<file path="config.mk">
export PLATFORM = sky130hd
export DESIGN_NAME = tron_cycle_mover_flat
export DESIGN_NICKNAME = d
export VERILOG_FILES = /design/src/rtl/tron_pkg.sv /design/src/rtl/tron_cycle_mover_if.sv /design/src/rtl/tron_cycle_mover_divider.sv /design/src/rtl/tron_cycle_mover.sv /design/src/flat_wrapper.sv
export SDC_FILE = /design/constraint.sdc
export NUM_CORES = 1
export LEC_CHECK = 0
export BUFFER_PORTS_ARGS = -buffer_cell sky130_fd_sc_hd__clkbuf_2
export CAP_MARGIN = 20
export CORE_ASPECT_RATIO = 2
export CORE_MARGIN = 2
export CORE_UTILIZATION = 48
export CTS_BUF_LIST = sky130_fd_sc_hd__clkbuf_16
export DETAILED_ROUTE_END_ITERATION = 12
export PLACE_DENSITY = 0.69
export SLEW_MARGIN = 40
export SYNTH_ARGS = -nofsm -noshare
export SYNTH_HDL_FRONTEND = slang
export SYNTH_SLANG_ARGS = --single-unit
</file>
<file path="constraint.sdc">
create_clock -name clk -period 3.8 [get_ports clk]
set_clock_uncertainty 0.05 [all_clocks]
set_input_delay 0.38 -clock clk [delete_from_list [all_inputs] [get_ports clk]]
set_output_delay 0.38 -clock clk [all_outputs]
set_load 0.02 [all_outputs]
</file>
<file path="src/rtl/tron_pkg.sv">
// Shared definitions for the light-cycle mover: direction codes, FSM state
// type and direction-qualification helpers.
package tron_pkg;

  localparam logic [4:0] DIR_UP    = 5'b10000;
  localparam logic [4:0] DIR_DOWN  = 5'b01000;
  localparam logic [4:0] DIR_LEFT  = 5'b00100;
  localparam logic [4:0] DIR_RIGHT = 5'b00010;

  typedef enum logic [1:0] {
    IDLE    = 2'd0,
    RUN     = 2'd1,
    CRASHED = 2'd2
  } state_t;

  // True when b points exactly opposite to a.
  function automatic logic is_reverse(input logic [4:0] a, input logic [4:0] b);
    return ((a == DIR_UP)    && (b == DIR_DOWN))  ||
           ((a == DIR_DOWN)  && (b == DIR_UP))    ||
           ((a == DIR_LEFT)  && (b == DIR_RIGHT)) ||
           ((a == DIR_RIGHT) && (b == DIR_LEFT));
  endfunction

  function automatic logic is_valid_dir(input logic [4:0] d);
    logic ok;
    case (d)
      DIR_UP, DIR_DOWN, DIR_LEFT, DIR_RIGHT: ok = 1'b1;
      default:                               ok = 1'b0;
    endcase
    return ok;
  endfunction

endpackage

</file>
<file path="src/rtl/tron_cycle_mover_if.sv">
// Control/status bundle between the game controller (master) and the mover (slave).
interface tron_cycle_mover_if #(
  parameter int X_W = 8,
  parameter int Y_W = 7
);
  logic           start;
  logic [4:0]     dir_in;
  logic [X_W-1:0] x_out;
  logic [Y_W-1:0] y_out;
  logic [4:0]     heading;
  logic           step_valid;
  logic           crashed;
  logic           running;

  modport master (
    output start, dir_in,
    input  x_out, y_out, heading, step_valid, crashed, running
  );

  modport slave (
    input  start, dir_in,
    output x_out, y_out, heading, step_valid, crashed, running
  );
endinterface

</file>
<file path="src/rtl/tron_cycle_mover_divider.sv">
// Move-period divider: counts 0..STEP_DIV-1 while enabled and flags the last count.
module tron_step_divider #(
  parameter int STEP_DIV = 1_000_000
) (
  input  logic clk,
  input  logic reset,
  input  logic clear,
  input  logic enable,
  output logic wrap
);
  localparam int CW = (STEP_DIV > 2) ? $clog2(STEP_DIV) : 1;
  localparam logic [CW-1:0] LAST = CW'(STEP_DIV - 1);
  localparam logic [CW-1:0] ONE  = CW'(1);

  logic [CW-1:0] count_r;

  assign wrap = enable && !clear && (count_r == LAST);

  // Period counter with priority clear over enable.
  always_ff @(posedge clk or posedge reset) begin
    if (reset) begin
      count_r <= '0;
    end else if (clear) begin
      count_r <= '0;
    end else if (enable) begin
      if (count_r == LAST) count_r <= '0;
      else                 count_r <= count_r + ONE;
    end else begin
      count_r <= count_r;
    end
  end
endmodule

</file>
<file path="src/rtl/tron_cycle_mover.sv">
// Light-cycle head mover: turn latch, reversal rejection, per-period stepping, walls.
// Build option TRON_WRAP_EN makes walls wrap around instead of crashing.
module tron_cycle_mover
  import tron_pkg::*;
#(
  parameter int         X_W       = 8,
  parameter int         Y_W       = 7,
  parameter int         X_MAX     = 159,
  parameter int         Y_MAX     = 119,
  parameter int         START_X   = 40,
  parameter int         START_Y   = 60,
  parameter logic [4:0] START_DIR = 5'b00010,
  parameter int         STEP_DIV  = 1_000_000
) (
  input  logic              clk,
  input  logic              reset,
  tron_cycle_mover_if.slave bus
);
  localparam logic [X_W-1:0] X_LAST = X_W'(X_MAX);
  localparam logic [Y_W-1:0] Y_LAST = Y_W'(Y_MAX);
  localparam logic [X_W-1:0] X_ONE  = X_W'(1);
  localparam logic [Y_W-1:0] Y_ONE  = Y_W'(1);
  localparam logic [X_W-1:0] X_INIT = X_W'(START_X);
  localparam logic [Y_W-1:0] Y_INIT = Y_W'(START_Y);

  state_t         state_r, state_next_s;
  logic [X_W-1:0] x_r, x_next_s;
  logic [Y_W-1:0] y_r, y_next_s;
  logic [4:0]     heading_r, pending_r, pending_next_s;
  logic           step_valid_r, hit_wall_s, wrap_s, restart_s, running_s, crashed_s;

  assign restart_s = bus.start && (state_r != RUN);

  tron_step_divider #(.STEP_DIV(STEP_DIV)) u_div (
    .clk    (clk),
    .reset  (reset),
    .clear  (restart_s),
    .enable (state_r == RUN),
    .wrap   (wrap_s)
  );

  // Turn latch input: a turn arriving on the wrap cycle applies to that same move.
  always_comb begin
    pending_next_s = pending_r;
    if ((state_r == RUN) && is_valid_dir(bus.dir_in) &&
        !is_reverse(heading_r, bus.dir_in) && (bus.dir_in != heading_r)) begin
      pending_next_s = bus.dir_in;
    end else begin
      pending_next_s = pending_r;
    end
  end

  // Candidate head position for the upcoming move, plus wall detection.
  always_comb begin
    x_next_s   = x_r;
    y_next_s   = y_r;
    hit_wall_s = 1'b0;
    case (pending_next_s)
      DIR_UP: begin
        if (y_r == '0) begin
`ifdef TRON_WRAP_EN
          y_next_s = Y_LAST;
`else
          hit_wall_s = 1'b1;
`endif
        end else begin
          y_next_s = y_r - Y_ONE;
        end
      end
      DIR_DOWN: begin
        if (y_r == Y_LAST) begin
`ifdef TRON_WRAP_EN
          y_next_s = '0;
`else
          hit_wall_s = 1'b1;
`endif
        end else begin
          y_next_s = y_r + Y_ONE;
        end
      end
      DIR_LEFT: begin
        if (x_r == '0) begin
`ifdef TRON_WRAP_EN
          x_next_s = X_LAST;
`else
          hit_wall_s = 1'b1;
`endif
        end else begin
          x_next_s = x_r - X_ONE;
        end
      end
      DIR_RIGHT: begin
        if (x_r == X_LAST) begin
`ifdef TRON_WRAP_EN
          x_next_s = '0;
`else
          hit_wall_s = 1'b1;
`endif
        end else begin
          x_next_s = x_r + X_ONE;
        end
      end
      default: begin
        x_next_s   = x_r;
        y_next_s   = y_r;
        hit_wall_s = 1'b0;
      end
    endcase
  end

  // FSM state register.
  always_ff @(posedge clk or posedge reset) begin
    if (reset) state_r <= IDLE;
    else       state_r <= state_next_s;
  end

  // FSM next-state logic.
  always_comb begin
    state_next_s = state_r;
    case (state_r)
      IDLE:    if (bus.start) state_next_s = RUN; else state_next_s = IDLE;
      RUN:     if (wrap_s && hit_wall_s) state_next_s = CRASHED; else state_next_s = RUN;
      CRASHED: if (bus.start) state_next_s = RUN; else state_next_s = CRASHED;
      default: state_next_s = IDLE;
    endcase
  end

  // FSM output decode from the registered state.
  always_comb begin
    running_s = 1'b0;
    crashed_s = 1'b0;
    case (state_r)
      RUN:     running_s = 1'b1;
`ifdef TRON_WRAP_EN
      CRASHED: crashed_s = 1'b0;
`else
      CRASHED: crashed_s = 1'b1;
`endif
      default: begin
        running_s = 1'b0;
        crashed_s = 1'b0;
      end
    endcase
  end

  // Head position, heading, turn latch and step pulse.
  always_ff @(posedge clk or posedge reset) begin
    if (reset) begin
      x_r          <= X_INIT;
      y_r          <= Y_INIT;
      heading_r    <= START_DIR;
      pending_r    <= START_DIR;
      step_valid_r <= 1'b0;
    end else begin
      step_valid_r <= 1'b0;
      if (restart_s) begin
        x_r       <= X_INIT;
        y_r       <= Y_INIT;
        heading_r <= START_DIR;
        pending_r <= START_DIR;
      end else if (state_r == RUN) begin
        pending_r <= pending_next_s;
        if (wrap_s) begin
          heading_r <= pending_next_s;
          if (!hit_wall_s) begin
            x_r          <= x_next_s;
            y_r          <= y_next_s;
            step_valid_r <= 1'b1;
          end
        end
      end
    end
  end

  assign bus.x_out      = x_r;
  assign bus.y_out      = y_r;
  assign bus.heading    = heading_r;
  assign bus.step_valid = step_valid_r;
  assign bus.running    = running_s;
  assign bus.crashed    = crashed_s;
endmodule

</file>
<file path="src/flat_wrapper.sv">
// flat-port wrapper written by rule: the top's interface ports become plain ports
module tron_cycle_mover_flat import tron_pkg::*;
#(
  parameter int         X_W       = 8,
  parameter int         Y_W       = 7,
  parameter int         X_MAX     = 159,
  parameter int         Y_MAX     = 119,
  parameter int         START_X   = 40,
  parameter int         START_Y   = 60,
  parameter logic [4:0] START_DIR = 5'b00010,
  parameter int         STEP_DIV  = 1_000_000
)
  (clk, reset, bus_start, bus_dir_in, bus_x_out, bus_y_out, bus_heading, bus_step_valid, bus_crashed, bus_running);
  tron_cycle_mover_if #(.X_W(X_W), .Y_W(Y_W)) bus_i ();
  input  logic clk;
  input  logic reset;
  input wire logic [$bits(bus_i.start)-1:0] bus_start;
  input wire logic [$bits(bus_i.dir_in)-1:0] bus_dir_in;
  output wire logic [$bits(bus_i.x_out)-1:0] bus_x_out;
  output wire logic [$bits(bus_i.y_out)-1:0] bus_y_out;
  output wire logic [$bits(bus_i.heading)-1:0] bus_heading;
  output wire logic [$bits(bus_i.step_valid)-1:0] bus_step_valid;
  output wire logic [$bits(bus_i.crashed)-1:0] bus_crashed;
  output wire logic [$bits(bus_i.running)-1:0] bus_running;
  assign bus_i.start = bus_start;
  assign bus_i.dir_in = bus_dir_in;
  assign bus_x_out = bus_i.x_out;
  assign bus_y_out = bus_i.y_out;
  assign bus_heading = bus_i.heading;
  assign bus_step_valid = bus_i.step_valid;
  assign bus_crashed = bus_i.crashed;
  assign bus_running = bus_i.running;
  tron_cycle_mover #(.X_W(X_W), .Y_W(Y_W), .X_MAX(X_MAX), .Y_MAX(Y_MAX), .START_X(START_X), .START_Y(START_Y), .START_DIR(START_DIR), .STEP_DIV(STEP_DIV)) u_core (.clk(clk), .reset(reset), .bus(bus_i));
endmodule
</file>
==> qor.csv <==
stage,metric,value,unit
clock_tree,H-tree Lvls,2,
global_route,largest net degree at the start of global routing,49,
clock_tree,clock sinks,48,
layout,Diodes inserted,0,
synth,synthesized area per cell,8.505,µm²
pwr,Peak supply drop,206.8,µV
worst_hold_path,Hold Crit Class,in2async,
synth,area fraction in compound gates after synthesis,0.1959,
route,via count,3078,
synth,Post-Synth Simple-Gate Area,0.2787,
worst_setup_path,Critical Path Fanout Max,5,
placed_design,pre-CTS setup slack,-0.1774,ns
layout,area occupied by multi-input gates,1997,µm²
layout,Register Area,1212,µm²
timing,worst setup margin,0.1667,ns
timing,Rel. slew slack,0.5021,
timing,max-slew violations,0,
global_route,grt total ovfl,0,
synth,xor/xnor share of the synthesized area,0.05149,
worst_setup_path,required time of the critical path,3.97,ns
synth,main flop type after synthesis,dfrtp_1,
synth,largest family of logic cells by synthesized area,simple AND/OR/NAND/NOR gates,
route,first drt pass iteration count,4,
clock_tree,CTS tree,built,
die,I/O pins,31,
timing,final setup vio count,0,
placed_design,gp weighted congestion,0.9009,
worst_setup_path,Worst setup SP type,flip-flop,
synth,"EDFF count, synth",0,
worst_setup_path,crit path DAT,3.80,ns
route,WL per Instance,16.25,µm
layout,final-layout fill cell count,614,
status,status,"finished, final reports clean",
timing,final hold violations,0,
synth,synth cell count leaders,"nand2_1 (47), dfrtp_1 (40), nor2_1 (32), o21ai_0 (32), a21oi_1 (20)",
timing,Final min period,3.633,ns
layout,share of post-route cells with drive strength above 1,0.2181,
clock_tree,clk root buf,clkbuf_16,
pwr,Final Power,1.153,mW
route,total wire length,8.432,mm
placed_design,Placed Cells,508,
route,DR vias/cell,5.931,
synth,Syn Std Cell Area,3232,µm²
worst_setup_path,Worst path max stage delay,0.58,ns
pwr,PD cells,297.2,nW/µm²
synth,Synth Instances,380,
global_route,GRT Total Usage,0.2419,
synth,register area share after synthesis,0.3748,
clock_tree,CTS buffer count,5,
clock_tree,maximum clock insertion buffer count,2,
route,post-route ant nets,0,
die,DIE HEIGHT,120.0,µm
worst_setup_path,slowest CP cell,dfstp_2,
die,Row Count,42,
die,initial core utilization,0.4920,
synth,#FFs+latches synth,48,
global_route,first-pass GRT wire length,13.68,mm
route,DRC,0,
synth,mux share of post-synthesis cell area,0.006194,
global_route,vias in the first global route,3076,
global_route,initial antenna violation count,0,
placed_design,buffers added on ports,30,
timing,share of the cycle needed by the critical path after routing,0.9561,
layout,# nets final,452,
synth,Yosys top cell area share,0.3097,
layout,Area Overhead vs Synth,19.98,%
layout,non-filler cells in the finished layout,519,
clock_tree,clock-pin slew on the worst setup and hold paths,0.07,ns
timing,Slew @ Worst Pin,0.7450,ns
timing,fmax,275.2,MHz
die,area of the core,6569,µm²
synth,"Net Count, Synth",402,
worst_setup_path,CP endpoint kind,flip-flop,
placed_design,Post-DP HPWL,6.192,mm
synth,"count leader, synth",nand2_1,
worst_setup_path,critical path class,reg2reg,
synth,Post-Synth Adder-Cell Area,0.05885,
synth,synth warn,0,
pwr,leakage,1.691,nW
synth,"top cells by area, synth","dfrtp_1 (31%), dfstp_2 (6.5%), nand2_1 (5.5%), o21ai_0 (5.0%), ha_1 (4.6%)",
synth,Synth async-reset ratio,1.000,
clock_tree,worst skew pair latency,0.30,ns
timing,RSZ-0062 raised after global routing,yes,
synth,Yosys top cell by area,dfrtp_1,
route,first-iteration detailed-routing DRC count,130,
synth,synth unique cells,58,
worst_setup_path,worst-path cell chain,"nor4bb_1, o211ai_1, and3_4, nand2_2, buf_4, a21oi_1, buf_4, inv_1, fa_1, nor2b_1, o21ai_0, a21boi_0, o21a_1, a211oi_1, or4_1, a21oi_1",
die,Die W,62.02,µm
die,DIE AREA,7445,µm²
run,max-cap viol count,0,
## layout make-up
cell class / instances / area share
multi-input cells: 303 / 0.5150
flip-flops and latches: 48 / 0.3127
repair buffers: 57 / 0.09100
clock buffers: 5 / 0.03227
well taps: 88 / 0.02840
inverters: 15 / 0.01581
clock inverters: 3 / 0.004840
## state kept, by name (all words and copies together) (netlist names)
| register | flops |
|---|---|
| u_core.bus.y_out | 7 |
| u_core.u_div.count_r | 20 |
| u_core.pending_r | 5 |
| u_core.state_r | 2 |
| u_core.bus.heading | 5 |
| u_core.bus.step_valid | 1 |
| u_core.bus.x_out | 8 |
## layout by cell type, fill, tap and decap left out, types with 3 or more instances in the layout
master / n
dfstp_2: 8
nor4b_1: 3
ha_1: 10
nor3_1: 4
inv_1: 13
buf_4: 27
o22ai_1: 5
a21oi_1: 19
xnor2_1: 8
clkbuf_2: 30
nand3_1: 17
clkbuf_16: 5
nor2_1: 31
nand2_1: 46
or3_1: 7
nand2b_1: 9
o211ai_1: 7
and2_1: 4
dfrtp_1: 39
and3_1: 7
nor4_1: 10
xor2_1: 11
o31ai_1: 7
o21ai_0: 32
a21o_1: 6
nor2b_1: 7
## worst paths after layout
kind / cells past startpoint / startpoint / to / slack, ns
worst min register to register: 1 / u_core.state_r[1]$_DFF_PP0_ / u_core.state_r[1]$_DFF_PP0_ / 0.42
worst max-delay path: 16 / u_core.bus.heading[1]$_DFFE_PP1P_ / u_core.bus.y_out[6]$_DFFE_PP0P_ / 0.17
min in group clk: 3 / bus_start / u_core.state_r[0]$_DFF_PP0_ / 0.36
worst min-delay path: 2 / reset / u_core.u_div.count_r[19]$_DFFE_PP0P_ / 0.1
max in group asynchronous: 2 / reset / u_core.bus.heading[3]$_DFFE_PP0P_ / 3.16
worst max register to register: 16 / u_core.bus.heading[1]$_DFFE_PP1P_ / u_core.bus.y_out[6]$_DFFE_PP0P_ / 0.17
## per-stage QoR
stage | hold WS [ns] | setup TNS [ns] | util | cell area, µm²
after floorplan | 0.3915 | 0 | - | 3232
after global placement | 0.4093 | 0 | 0.5509 | 3618
after detailed placement | 0.4144 | -0.2260 | 0.5520 | 3626
after CTS | 0.1288 | 0 | 0.5739 | 3770
after global routing | 0.1633 | -0.02913 | 0.5903 | 3877
final | 0.09853 | 0 | 0.5903 | 3877
## worst max-delay path: cells and delay by family (launching register included)
kind            cells  cell delay [ns]
flops               1             0.58
compound gates      7             1.14
fa+ha+maj           1             0.37
buf+inv             3             0.37
simple gates        5             1.04
## report_power, final
group / internal, mW / total [mW] / switching (mW)
Sequential: 0.520 / 0.530 / 0.0107
Clock: 0.242 / 0.444 / 0.202
Combinational: 0.0784 / 0.178 / 0.0997
Total: 0.840 / 1.15 / 0.313
## kinds of logic after synthesis
logic type / count (synthesis)
flops: 48
simple gates: 169
buf+inv: 29
mux: 2
compound gates: 99
xor+xnor: 19
fa+ha+maj: 14
## layer usage
layer  track usage  vias up  wire length, µm
met3       0.03448       27              279
met4        0.1476        0              350
met1        0.2591     1492             3125
li1              -     1482                -
met2        0.4160       77             4677
met5             0        -                0
## timing repair
action / in CTS / in global routing
buffers inserted: 0 / 3
pin swaps: 0 / 5
hold buffers: 0 / 0
resized for setup: 1 / 14
setup endpoints to repair: 1 / 2
Power figures use the tool's default switching activity.
